===== src/rtl/audio_out_pkg.sv =====
// Shared constants and register layout for the audio output peripheral.
package audio_out_pkg;

  localparam int unsigned BUS_W    = 32;
  localparam int unsigned DIV_W    = 16;
  localparam int unsigned SAMPLE_W = 16;

  // Word offsets decoded from addr[3:2]
  localparam logic [1:0] REG_CTRL = 2'd0;
  localparam logic [1:0] REG_STAT = 2'd1;
  localparam logic [1:0] REG_DATA = 2'd2;
  localparam logic [1:0] REG_DIV  = 2'd3;

  // CTRL bit positions
  localparam int unsigned CTRL_EN  = 0;
  localparam int unsigned CTRL_CLR = 1;

  // STAT bit positions that accept write-1-to-clear
  localparam int unsigned STAT_UNDERRUN = 2;
  localparam int unsigned STAT_OVERFLOW = 3;

  // Offset-binary mid-scale; also the sign-flip mask for two's complement samples
  localparam logic [SAMPLE_W-1:0] MIDSCALE = 16'h8000;

  // STAT register image as seen on the read bus
  typedef struct packed {
    logic [15:0] rsvd_hi;
    logic [7:0]  count;
    logic [3:0]  rsvd_lo;
    logic        overflow;
    logic        underrun;
    logic        empty;
    logic        full;
  } stat_t;

endpackage


===== src/rtl/sync_fifo.sv =====
// Single-clock FIFO with flush; a push to a full FIFO is accepted when a pop happens in the same cycle.
module sync_fifo #(
  parameter int unsigned WIDTH = 16,
  parameter int unsigned DEPTH = 16
) (
  input  logic                         clk,
  input  logic                         reset_n,
  input  logic                         flush,
  input  logic                         push,
  input  logic [WIDTH-1:0]             din,
  input  logic                         pop,
  output logic [WIDTH-1:0]             dout_c,
  output logic                         full_c,
  output logic                         empty_c,
  output logic [$clog2(DEPTH):0]       count
);

  localparam int unsigned AW = (DEPTH > 1) ? $clog2(DEPTH) : 1;
  localparam int unsigned CW = $clog2(DEPTH) + 1;

  logic [WIDTH-1:0] mem [DEPTH];
  logic [AW-1:0]    wr_ptr;
  logic [AW-1:0]    rd_ptr;
  logic             do_push;
  logic             do_pop;

  // Flush overrides both operations; a pop frees the slot a same-cycle push needs
  always_comb begin
    full_c  = (count == CW'(DEPTH));
    empty_c = (count == '0);
    do_pop  = pop && !empty_c && !flush;
    do_push = push && (!full_c || do_pop) && !flush;
    dout_c  = mem[rd_ptr];
  end

  // Storage array; contents need no reset because count gates every read
  always_ff @(posedge clk) begin
    if (do_push) begin
      mem[wr_ptr] <= din;
    end
  end

  // Pointers and occupancy
  always_ff @(posedge clk or negedge reset_n) begin
    if (!reset_n) begin
      wr_ptr <= '0;
      rd_ptr <= '0;
      count  <= '0;
    end else if (flush) begin
      wr_ptr <= '0;
      rd_ptr <= '0;
      count  <= '0;
    end else begin
      if (do_push) begin
        wr_ptr <= wr_ptr + AW'(1);
      end
      if (do_pop) begin
        rd_ptr <= rd_ptr + AW'(1);
      end
      case ({do_push, do_pop})
        2'b10:   count <= count + CW'(1);
        2'b01:   count <= count - CW'(1);
        default: count <= count;
      endcase
    end
  end

endmodule


===== src/rtl/audio_out_pio.sv =====
// Memory-mapped audio playback: sample FIFO, sample-rate timer and first-order delta-sigma DAC.
module audio_out_pio
  import audio_out_pkg::*;
#(
  parameter int unsigned FIFO_DEPTH = 16,
  parameter int unsigned DATA_W     = 16,
  parameter int unsigned DIV_RESET  = 1133
) (
  input  logic             clk,
  input  logic             reset_n,
  input  logic             we,
  input  logic [BUS_W-1:0] addr,
  input  logic [BUS_W-1:0] wd,
  output logic [BUS_W-1:0] rd,
  output logic             dac_out,
  output logic             sample_stb,
  output logic             irq_low
);

  localparam int unsigned CW = $clog2(FIFO_DEPTH) + 1;
  // Mid-scale scaled up to the sample width (DATA_W >= SAMPLE_W)
  localparam logic [DATA_W-1:0] MID = DATA_W'(MIDSCALE) << (DATA_W - SAMPLE_W);

  logic [1:0]        sel;
  logic              wr_ctrl;
  logic              wr_stat;
  logic              wr_data;
  logic              wr_div;
  logic              clr;

  logic              en;
  logic [DIV_W-1:0]  div;
  logic [DIV_W-1:0]  cnt;
  logic              tick;
  logic              pop_ok;
  logic [DATA_W-1:0] cur;
  logic [DATA_W-1:0] acc;
  logic [DATA_W:0]   sum;
  logic              underrun;
  logic              overflow;
  logic              underrun_set;
  logic              overflow_set;

  logic [DATA_W-1:0] fifo_dout;
  logic              fifo_full;
  logic              fifo_empty;
  logic [CW-1:0]     fifo_count;

  stat_t             stat;
  logic [BUS_W-1:0]  rd_next;
  logic              unused;

  assign unused = ^{addr[31:4], addr[1:0], wd[31:16]};

  // Write decode and event qualification
  always_comb begin
    sel          = addr[3:2];
    wr_ctrl      = we && (sel == REG_CTRL);
    wr_stat      = we && (sel == REG_STAT);
    wr_data      = we && (sel == REG_DATA);
    wr_div       = we && (sel == REG_DIV);
    clr          = wr_ctrl && wd[CTRL_CLR];
    tick         = en && (cnt == '0);
    pop_ok       = tick && !fifo_empty && !clr;
    underrun_set = tick && fifo_empty;
    overflow_set = wr_data && !clr && fifo_full && !pop_ok;
    sum          = {1'b0, acc} + {1'b0, cur};
  end

  sync_fifo #(
    .WIDTH (DATA_W),
    .DEPTH (FIFO_DEPTH)
  ) u_fifo (
    .clk     (clk),
    .reset_n (reset_n),
    .flush   (clr),
    .push    (wr_data && !clr),
    .din     (wd[DATA_W-1:0]),
    .pop     (pop_ok),
    .dout_c  (fifo_dout),
    .full_c  (fifo_full),
    .empty_c (fifo_empty),
    .count   (fifo_count)
  );

  // CTRL.EN and DIV registers; a zero period is clamped to one
  always_ff @(posedge clk or negedge reset_n) begin
    if (!reset_n) begin
      en  <= 1'b0;
      div <= DIV_W'(DIV_RESET);
    end else begin
      if (wr_ctrl) begin
        en <= wd[CTRL_EN];
      end
      if (wr_div) begin
        div <= (wd[DIV_W-1:0] == '0) ? DIV_W'(1) : wd[DIV_W-1:0];
      end
    end
  end

  // Sample timer: held at DIV while disabled so enabling restarts a full period
  always_ff @(posedge clk or negedge reset_n) begin
    if (!reset_n) begin
      cnt <= DIV_W'(DIV_RESET);
    end else if (!en || (cnt == '0)) begin
      cnt <= div;
    end else begin
      cnt <= cnt - DIV_W'(1);
    end
  end

  // Current DAC code: popped sample in offset binary, mid-scale when idle or starved
  always_ff @(posedge clk or negedge reset_n) begin
    if (!reset_n) begin
      cur        <= MID;
      sample_stb <= 1'b0;
    end else begin
      sample_stb <= pop_ok;
      if (pop_ok) begin
        cur <= fifo_dout ^ MID;
      end else if (!en || tick) begin
        cur <= MID;
      end
    end
  end

  // Sticky status flags; a set event wins over a same-cycle clear
  always_ff @(posedge clk or negedge reset_n) begin
    if (!reset_n) begin
      underrun <= 1'b0;
      overflow <= 1'b0;
    end else begin
      underrun <= (underrun && !(wr_stat && wd[STAT_UNDERRUN])) || underrun_set;
      overflow <= (overflow && !(wr_stat && wd[STAT_OVERFLOW])) || overflow_set;
    end
  end

  // First-order delta-sigma: the accumulator carry is the output bit
  always_ff @(posedge clk or negedge reset_n) begin
    if (!reset_n) begin
      acc     <= '0;
      dac_out <= 1'b0;
    end else begin
      acc     <= sum[DATA_W-1:0];
      dac_out <= sum[DATA_W];
    end
  end

  // Low-water interrupt level
  always_ff @(posedge clk or negedge reset_n) begin
    if (!reset_n) begin
      irq_low <= 1'b0;
    end else begin
      irq_low <= en && (fifo_count <= CW'(FIFO_DEPTH / 4));
    end
  end

  // Read mux; reads have no side effects
  always_comb begin
    stat          = '0;
    stat.full     = fifo_full;
    stat.empty    = fifo_empty;
    stat.underrun = underrun;
    stat.overflow = overflow;
    stat.count    = 8'(fifo_count);
    rd_next       = '0;
    case (sel)
      REG_CTRL: rd_next[CTRL_EN] = en;
      REG_STAT: rd_next = stat;
      REG_DIV:  rd_next = BUS_W'(div);
      default:  rd_next = '0;
    endcase
  end

  // Registered read data, valid one cycle after addr
  always_ff @(posedge clk or negedge reset_n) begin
    if (!reset_n) begin
      rd <= '0;
    end else begin
      rd <= rd_next;
    end
  end

endmodule


===== config.mk =====
export PLATFORM = sky130hd
export DESIGN_NAME = audio_out_pio
export DESIGN_NICKNAME = d
export VERILOG_FILES = /design/src/rtl/audio_out_pkg.sv /design/src/rtl/sync_fifo.sv /design/src/rtl/audio_out_pio.sv
export SDC_FILE = /design/constraint.sdc
export NUM_CORES = 1
export LEC_CHECK = 0
export CORE_ASPECT_RATIO = 0.8
export CORE_MARGIN = 2
export CORE_UTILIZATION = 59
export DETAILED_ROUTE_END_ITERATION = 10
export GPL_ROUTABILITY_DRIVEN = 1
export PLACE_DENSITY = 0.88
export SYNTH_ARGS = -nofsm -noshare
export SYNTH_HDL_FRONTEND = slang
export SYNTH_HIERARCHICAL = 1
export SYNTH_SLANG_ARGS = --single-unit

===== constraint.sdc =====
create_clock -name clk -period 5.45 [get_ports clk]
set_clock_uncertainty 0.2 [all_clocks]
set_input_delay 1.3625 -clock clk [delete_from_list [all_inputs] [get_ports clk]]
set_output_delay 1.3625 -clock clk [all_outputs]
set_load 0.005 [all_outputs]

==> flow_metrics.tcl, run 1 <==
set metrics [dict create \
    cts.htree.levels 2 \
    synth_compound_area_share_pct 7.759 \
    postSynthRegisterBits 355 \
    post_synth_xor_area_fraction_pct 1.873 \
    synth_top_cells_by_area "edfxtp_1, dfrtp_1, mux4_2" \
    yosys.area_share.simple_pct 6.104 \
    cts-root-to-sink-buffers 3 \
    finalSetupViolations 0 \
    muxShareOfSynthArea_pct 11.35 \
    clk_pin_slew_ns 0.06 \
    dpl_worst_slack_ns 0.7152 \
    final_cells 1384 \
    placed_area_sq_um 15780 \
    rows 52 \
    fillerInstances 1598 \
    detail_route.iter0.violations 928 \
    place.detailed.hpwl_microns 20100 \
    worst-endpoint-arrival_ns 4.28 \
    clock_tree_root_driver_cell "clkbuf_16" \
    whs_ns 0.2888 \
    tritoncts "yes" \
    max_slew_margin_pct 28.90 \
    synthDominantCellAreaShare_pct 51.37 \
    grt_setup_unrepaired "no" \
    route.detailed.vias_per_inst 6.322 \
    postLayoutSetupSlackWorst_ns 1.159 \
    insertion_delay_ns 0.51 \
    grt_antenna_before_repair 1 \
    worst_ir_drop_vdd_mv 0.2914 \
    final_core_util_pct 67.30 \
    insertedDiodeCount 0 \
    post_synth_fa_ha_maj_area_fraction_pct 2.358 \
    post-layout-total-power_mw 6.177 \
    layout-drive-gt1-share_pct 17.45 \
    grt_first_pass_wirelength_microns 51030 \
    powerDensity_nw_per_um2 365.5 \
    worst_path_max_delay_cell "clkdlybuf4s50_1" \
    nNetsFinal 1129 \
    drtAntennaViolNets 0 \
    clock-sinks 355 \
    postRouteWirelength_microns 32660 \
    place.gp.congestion 0.8141 \
    hold_class "register to register" \
    die_w_microns 182.1 \
    grt_usage_pct 25.26 \
    finalHoldViolCount 0 \
    period_needed_ns 4.291 \
    synth_top_family_by_area "multiplexers" \
    seq_area_frac_synth_pct 68.04 \
    biggest_area_consumer_among_synthesized_cells "edfxtp_1" \
    reg2reg_slack_ns 1.51 \
    post_cts_resized 0 \
    design_area_sq_um 16900 \
    worst_margin_slew_ns 1.066 \
    grt_max_degree 74 \
    timing.final.max_slew_violations 0 \
    route.vias.total 8749 \
    postSynthCellCount 964 \
    synth_to_final_area_change_pct 12.94 \
    main_synth_ff_type "edfxtp_1" \
    cap_viol_max_count 0 \
    ys.warnings.count 6 \
    timing.critical_path.required_ns 5.43 \
    combined_area_of_all_synthesized_cells_sq_um 14960 \
    timing.critical_path.cells "clkdlybuf4s50_1 -> nor3b_1 -> and2_1 -> nor2_1 -> nand3_1 -> nor4_4 -> buf_4 -> nand2b_1 -> a31oi_2 -> nand2_1 -> nor2_1 -> buf_4" \
    ys_types 63 \
    timing.setup.critical_path_class "input pin to register" \
    cts_inserted_buffers 35 \
    number_of_enable_type_register_cells_in_the_synthesized_netlist 256 \
    postCtsHoldBufs 0 \
    synth_async_sr_flop_share_pct 27.89 \
    power.leakage_nw 6.183 \
    setup-tns-final_ns 0 \
    drt-pass1-iter-count 6 \
    number_of_global_route_vias_before_repair 8873 \
    initial_utilization_pct 59.59 \
    io_pins 102 \
    critPathLaunchType "input pin" \
    outcome "finished clean" \
    fin_crit_sh_pct 78.73 \
    post-cts-setup-buffers 0 \
    timing.critical_path.fanout_max 25 \
    buffer_ports.inserted 39 \
    holdPathStages 2 \
    instance_count_after_placement_with_tap_cells_included 1322 \
    rr_worst_depth 12 \
    core_sq_um 25110 \
    final_common_cell "edfxtp_1" \
    setup.worst_path.end_class "register" \
    crit_path_max_incr_delay_ns 0.48 \
    grt-ovfl-total 0 \
    final_cell_mix "edfxtp_1, dfrtp_1, mux2i_1" \
    wl_per_cell_microns 23.60 \
    residual_drc_count 0 \
    max_freq_mhz 233.0 \
    floorplan.die.height_microns 146.4 \
    design.die.area_sq_um 26660 \
    syn_area_per_cell_sq_um 15.52 \
]
per-layer routing:
layer / share of wire (%) / up-vias / GRT usage (%)
met4: 3.1 / 2 / 8.629
met2: 48 / 399 / 41.24
met5: 0.052 / - / 0
met3: 7.6 / 77 / 4.565
li1: - / 3799 / -
met1: 41 / 4472 / 34.84
flip-flops by register name (all words and copies together) (netlist names), 4 cells and up:
signal / cells
u_fifo/count: 5
div: 16
u_fifo/rd_ptr: 4
cnt: 16
u_fifo/wr_ptr: 4
cur: 16
acc: 16
u_fifo/mem: 256
rd: 16
logic make-up after synthesis:
group	after synthesis
DFF	355
and+or+nand+nor	178
AOI/OAI and AO/OA	176
muxes	125
buffers and inverters	70
xor gates and xnor gates	32
adders and majority gates	27
other	1
cell type report:
cell class	instances	area [sq um]	share of cell area, %
repair buffers	76	665.6	3.938
multi-input cells	554	4472	26.46
clock inverters	18	162.7	0.9624
clock buffers	44	962.2	5.693
flip-flops and latches	355	10180	60.26
inverters	13	48.80	0.2887
well taps	324	405.4	2.399
critical path: cells and delay by family:
kind	cells	cell delay (ns)
AND/OR/NAND/NOR	8	1.34
buffers and inverters	3	1.14
AO/OA/AOI/OAI	1	0.41
cell usage after synthesis (3+ instances only):
master / instances
dfrtp_1: 86
o21ai_1: 8
or4_4: 3
o21ai_0: 55
mux4_2: 32
and3_1: 10
a31oi_1: 3
nand3_1: 13
nand2_1: 54
a22oi_1: 16
mux2_1: 12
mux2_2: 21
edfxtp_1: 256
or4_1: 3
nand2b_1: 5
and2_1: 3
clkbuf_1: 18
a221oi_1: 17
a22o_2: 15
a21o_1: 9
nor2_1: 50
buf_2: 14
nor2b_1: 13
o21a_1: 3
inv_1: 13
ha_1: 25
a21oi_1: 34
dfstp_2: 13
buf_4: 21
mux2i_1: 59
xor2_1: 15
nor4_1: 5
xnor2_1: 17
nand4_1: 3
where the power goes:
group          internal, mW  switching [mW]
clock network          1.39           0.991
logic                 0.251           0.311
registers              3.07           0.157
worst paths after layout:
check                                   start                         end
hold / removal             div[5]$_DFFE_PN1P_            cnt[5]$_DFF_PN1_
setup reg to reg             cnt[1]$_DFF_PN0_  u_fifo/mem[7][9]$_DFFE_PP_
min in group asynchronous             reset_n            cnt[8]$_DFF_PN0_
hold reg to reg            div[5]$_DFFE_PN1P_            cnt[5]$_DFF_PN1_
max in group asynchronous             reset_n          cur[2]$_DFFE_PN0P_
setup / recovery                           we  u_fifo/mem[7][9]$_DFFE_PP_
Power figures use the tool's default switching activity.
==> run 2: changes to the inputs <==
==> constraint.sdc (replaced) <==
create_clock -name clk -period 4 [get_ports clk]
set_clock_uncertainty 0.2 [all_clocks]
set_input_delay 1 -clock clk [delete_from_list [all_inputs] [get_ports clk]]
set_output_delay 1 -clock clk [all_outputs]
set_load 0.005 [all_outputs]
==> run 2 against run 1 <==
Net effect:
- non-clock buffer count is 22 higher
- count of clock-buffer cells in the layout is 4 higher
- critical path type is now register to register
- largest cell class unchanged
- core utilization is 1.2 points higher
- global-route usage is 0.69 points higher
- first-iteration DRC count is 19% higher
- clock power is 38% higher
- cell count is 1.5% higher
- highest routed layer is now met4
==> flow_metrics.tcl, run 2 (synthesis results as in run 1) <==
set metrics [dict create \
    worst_setup_path_endpoint "u_fifo/count[4]$_DFFE_PN0P_" \
    route.detailed.vias_per_inst 6.317 \
    placed_area_sq_um 16030 \
    drtAntennaViolNets 0 \
    finalHoldViolCount 0 \
    synth_to_final_area_change_pct 14.88 \
    buffer_ports.inserted 39 \
    nNetsFinal 1150 \
    place.detailed.hpwl_microns 21290 \
    final_cells 1405 \
    worst_margin_slew_ns 0.8939 \
    registers.top_by_ff_count "u_fifo/mem" \
    multiInputGateArea_sq_um 4478 \
    clock-sinks 355 \
    initial_utilization_pct 59.59 \
    timing.setup.critical_path_class "register to register" \
    fillerInstances 1563 \
    tritoncts "yes" \
    layout-drive-gt1-share_pct 19.24 \
    period_needed_ns 3.737 \
    insertion_delay_ns 0.53 \
    finalSetupViolations 0 \
    die_w_microns 182.1 \
    hold_class "register to register" \
    r2r_start "cnt[1]$_DFF_PN0_" \
    timing.critical_path.required_ns 4.24 \
    setup-tns-final_ns 0 \
    floorplan.die.height_microns 146.4 \
    grt-ovfl-total 0 \
    max_slew_margin_pct 40.22 \
    clock_tree_root_driver_cell "clkbuf_16" \
    cts-root-to-sink-buffers 3 \
    worst_ir_drop_vdd_mv 0.3873 \
    timing.critical_path.fanout_max 4 \
    drt-pass1-iter-count 6 \
    power.leakage_nw 6.320 \
    grt_max_degree 60 \
    grt_first_pass_wirelength_microns 51880 \
    number_of_global_route_vias_before_repair 8989 \
    io_pins 102 \
    outcome "finished clean" \
    timing.critical_path.cells "inv_1 -> ha_1 -> nor3b_4 -> nand2_2 -> or4_4 -> nor4_4 -> o21ai_1 -> or3_1 -> inv_1 -> buf_4 -> ha_1 -> nand2b_1 -> o2bb2ai_2 -> mux2i_1 -> or2_1 -> a21oi_1" \
    design.die.area_sq_um 26660 \
    post-cts-setup-buffers 0 \
    holdPathStages 2 \
    instance_count_after_placement_with_tap_cells_included 1344 \
    critPathLaunchType "register" \
    worst-endpoint-arrival_ns 3.98 \
    insertedDiodeCount 0 \
    detail_route.iter0.violations 1101 \
    route.vias.total 8876 \
    wl_per_cell_microns 24.22 \
    rr_worst_depth 16 \
    largest_reg_flops 256 \
    worst_setup_path_startpoint "cnt[1]$_DFF_PN0_" \
    timing.final.max_slew_violations 0 \
    max_freq_mhz 267.6 \
    final_core_util_pct 68.45 \
    crit_path_max_incr_delay_ns 0.47 \
    dpl_worst_slack_ns -0.1750 \
    core_sq_um 25110 \
    crit-reg2reg-capture "u_fifo/count[4]$_DFFE_PN0P_" \
    final_common_cell "edfxtp_1" \
    grt_setup_unrepaired "no" \
    worst_path_max_delay_cell "or4_4" \
    residual_drc_count 0 \
    rows 52 \
    reg2reg_slack_ns 0.26 \
    design_area_sq_um 17190 \
    place.gp.congestion 0.8757 \
    cap_viol_max_count 0 \
    powerDensity_nw_per_um2 495.7 \
    cts_inserted_buffers 34 \
    grt_usage_pct 25.95 \
    seqCellArea_sq_um 10180 \
    cts.htree.levels 2 \
    clk_pin_slew_ns 0.06 \
    setup.worst_path.end_class "register" \
    fin_crit_sh_pct 93.42 \
    postRouteWirelength_microns 34030 \
    postLayoutSetupSlackWorst_ns 0.2631 \
    grt_antenna_before_repair 1 \
    final_cell_mix "edfxtp_1, dfrtp_1, mux2i_1" \
]
run 2: changes by cell type in the layout (fill, tap and decap cells not counted), sizes merged:
cell,before,now
clkbuf,44,48
buf,38,60
inv,14,13
clkinv,14,10
run 2: worst min-delay path by stage:
stage	from	to	slack [ns]
CTS	div[3]$_DFFE_PN1P_	div[3]$_DFFE_PN1P_	0.30
global route	div[2]$_DFFE_PN1P_	cnt[2]$_DFF_PN1_	0.32
detailed placement	div[2]$_DFFE_PN1P_	cnt[2]$_DFF_PN1_	0.28
global placement	acc[0]$_DFF_PN0_	acc[0]$_DFF_PN0_	0.25
finish	div[13]$_DFFE_PN0P_	cnt[13]$_DFF_PN0_	0.30
floorplan	acc[0]$_DFF_PN0_	acc[0]$_DFF_PN0_	0.24
run 2: critical path, delay by kind of cell (launching register included):
kind / cells / cell delay [ns]
and+or+nand+nor: 7 / 1.77
adders and majority gates: 2 / 0.45
AOI/OAI and AO/OA: 3 / 0.43
DFF: 1 / 0.41
buffers and inverters: 3 / 0.29
muxes: 1 / 0.11
run 2: what timing repair did:
action / CTS / global route
setup endpoints to repair: 0 / 45
hold buffers: 0 / 0
gates resized for setup: 0 / 2
run 2: report_power, final:
group | leakage, nW | internal [mW] | switching, mW
Combinational | 2.19 | 0.365 | 0.435
Clock | 0.563 | 1.96 | 1.36
Sequential | 3.57 | 4.19 | 0.222
Total | 6.32 | 6.51 | 2.02
run 2: cell type report:
class,count,share of cell area (%)
repair buffers,98,5.364
multi-input cells,554,26.05
flip-flops and latches,355,59.24
well taps,324,2.358
clock inverters,13,0.8442
inverters,13,0.2838
clock buffers,48,5.859
run 2: layer usage:
layer	GRT usage (%)	wire [microns]	part of all wire, %	up-vias
li1	-	-	-	3847
met1	35.97	13710	40	4472
met2	41.47	16350	48	481
met3	4.191	2721	8.0	76
met4	11.05	1243	3.7	0
met5	0	0	0	-
run 2: stage by stage:
stage	power (mW)	hold slack, ns
2_1_floorplan	4.915	0.2430
3_3_place_gp	5.201	0.2536
3_5_place_dp	5.245	0.2805
4_1_cts	8.542	0.3020
5_1_grt	8.784	0.3202
6_report	8.522	0.3003
==> run 3: changes to the inputs <==
--- a/config.mk
+++ b/config.mk
@@ -8,6 +8,7 @@
 export CORE_ASPECT_RATIO = 0.8
 export CORE_MARGIN = 2
 export CORE_UTILIZATION = 59
+export CTS_CLUSTER_SIZE = 8
 export DETAILED_ROUTE_END_ITERATION = 10
 export GPL_ROUTABILITY_DRIVEN = 1
 export PLACE_DENSITY = 0.88
==> run 3 against run 2 <==
Net effect:
- critical path depth is 1 lower
- non-clock buffer count is 1 higher
- sequential power hardly changed
- largest cell class unchanged
- largest power group unchanged
- register-to-register slack worse by 0.05 ns
- via count is 1.0% higher
- sequential cell count stayed put
==> flow_metrics.tcl, run 3 (synthesis results as in run 1) <==
set metrics [dict create \
    timing.final.max_slew_violations 0 \
    final_common_cell "edfxtp_1" \
    clock_tree_root_driver_cell "clkbuf_16" \
    outcome "finished clean" \
    detail_route.iter0.violations 1241 \
    wl_per_cell_microns 24.18 \
    cap_viol_max_count 0 \
    instance_count_after_placement_with_tap_cells_included 1344 \
    synth_to_final_area_change_pct 16.53 \
    final_cells 1427 \
    holdPathStages 2 \
    max_freq_mhz 264.1 \
    core_sq_um 25110 \
    hold_end "cnt[10]$_DFF_PN1_" \
    multiInputGateArea_sq_um 4472 \
    setup.worst_path.end_class "register" \
    layout-drive-gt1-share_pct 19.22 \
    grt-ovfl-total 0 \
    hold_path_startpoint "div[10]$_DFFE_PN1P_" \
    crit-reg2reg-capture "u_fifo/count[4]$_DFFE_PN0P_" \
    grt_usage_pct 26.39 \
    post_cts_resized 0 \
    tritoncts "yes" \
    timing.critical_path.cells "inv_1 -> ha_1 -> nor3b_4 -> nand2_2 -> or4_4 -> nor4_4 -> o21ai_1 -> or3_1 -> inv_1 -> buf_4 -> ha_1 -> o2bb2ai_1 -> mux2i_1 -> or2_1 -> a21oi_1" \
    grt_setup_unrepaired "no" \
    worst_ir_drop_vdd_mv 0.3990 \
    critPathLaunchType "register" \
    floorplan.die.height_microns 146.4 \
    design.die.area_sq_um 26660 \
    route.detailed.vias_per_inst 6.285 \
    post-layout-total-power_mw 9.022 \
    largest_reg_flops 256 \
    drt-pass1-iter-count 6 \
    category_of_cells_accounting_for_the_largest_share_of_critical_path_delay "simple AND/OR/NAND/NOR gates" \
    powerDensity_nw_per_um2 517.4 \
    postRouteWirelength_microns 34510 \
    hold_class "register to register" \
    setup-tns-final_ns 0 \
    residual_drc_count 0 \
    timing.critical_path.required_ns 4.26 \
    grt_first_pass_wirelength_microns 53160 \
    initial_utilization_pct 59.59 \
    insertedDiodeCount 0 \
    grt_antenna_before_repair 1 \
    reg2reg_slack_ns 0.21 \
    io_pins 102 \
    cts.htree.levels 2 \
    r2r_start "cnt[1]$_DFF_PN0_" \
    final_cell_mix "edfxtp_1, dfrtp_1, mux2i_1" \
    nNetsFinal 1167 \
    cts-root-to-sink-buffers 3 \
    timing.critical_path.fanout_max 3 \
    worst_margin_slew_ns 0.8596 \
    worst_path_max_delay_cell "or4_4" \
    rr_worst_depth 15 \
    drtAntennaViolNets 0 \
    number_of_global_route_vias_before_repair 9173 \
    period_needed_ns 3.787 \
    place.detailed.hpwl_microns 21290 \
    path_buf_inv 3 \
    crit_path_max_incr_delay_ns 0.47 \
    clk_pin_slew_ns 0.05 \
    seqCellArea_sq_um 10180 \
    buffer_ports.inserted 39 \
    timing.setup.critical_path_class "register to register" \
    worst-endpoint-arrival_ns 4.05 \
    place.gp.congestion 0.8757 \
    die_w_microns 182.1 \
    clock-sinks 355 \
    grt_max_degree 60 \
    registers.top_by_ff_count "u_fifo/mem" \
    max_slew_margin_pct 42.51 \
    route.vias.total 8969 \
    fin_crit_sh_pct 94.66 \
    power.leakage_nw 6.428 \
    cts_inserted_buffers 50 \
    rows 52 \
    finalSetupViolations 0 \
    postCtsHoldBufs 0 \
    finalHoldViolCount 0 \
    insertion_delay_ns 0.55 \
    fillerInstances 1553 \
]
==> run 3: worst max path at each step <==
stage / startpoint / endpoint / cells past startpoint
finish: cnt[1]$_DFF_PN0_ / u_fifo/count[4]$_DFFE_PN0P_ / 15
global route: cnt[1]$_DFF_PN0_ / u_fifo/count[4]$_DFFE_PN0P_ / 14
global placement: we / u_fifo/count[3]$_DFFE_PN0P_ / 15
CTS: cnt[1]$_DFF_PN0_ / u_fifo/mem[11][0]$_DFFE_PP_ / 12
detailed placement: we / u_fifo/mem[11][0]$_DFFE_PP_ / 12
floorplan: we / u_fifo/mem[15][0]$_DFFE_PP_ / 10
==> run 3: what timing repair did <==
action                                 CTS  global route
setup endpoints to repair                0            10
setup buffers                            0             1
endpoints found under the hold margin    0             0
==> run 3: report_power, final <==
group / switching (mW) / internal, mW / total (mW) / leakage (nW)
registers: 0.217 / 4.19 / 4.41 / 3.57
clock network: 1.48 / 2.33 / 3.81 / 0.667
logic: 0.434 / 0.369 / 0.803 / 2.19
==> run 3: layout make-up <==
| cell class | instances | area share (%) |
|---|---|---|
| Sequential cell | 355 | 58.41 |
| Multi-Input combinational cell | 554 | 25.64 |
| Clock buffer | 80 | 7.943 |
| Timing Repair Buffer | 99 | 5.310 |
| Tap cell | 324 | 2.325 |
| Inverter | 13 | 0.2798 |
| Clock inverter | 2 | 0.09328 |
==> run 3: per-stage QoR <==
stage	hold slack, ns	cell area [sq um]	utilization, %	worst slack, ns
2_1_floorplan	0.2430	15020	-	0.03840
3_3_place_gp	0.2536	16030	63.83	-0.1466
3_5_place_dp	0.2805	16030	63.83	-0.1750
4_1_cts	0.2875	17430	69.41	0.2111
5_1_grt	0.3114	17440	69.44	0.04322
6_report	0.2958	17440	69.44	0.2134
==> run 3: layer usage <==
| layer | GRT usage (%) | routed length [microns] |
|---|---|---|
| met2 | 42.04 | 16440 |
| met3 | 4.714 | 2762 |
| met4 | 10.16 | 1171 |
| met5 | 0 | 0 |
| met1 | 36.84 | 14130 |
==> run 3: tightest hold or removal path: stages, from the launching register on <==
cell and delay (ns):
dfstp_2 0.38, nand2_1 0.05, o21ai_0 0.06
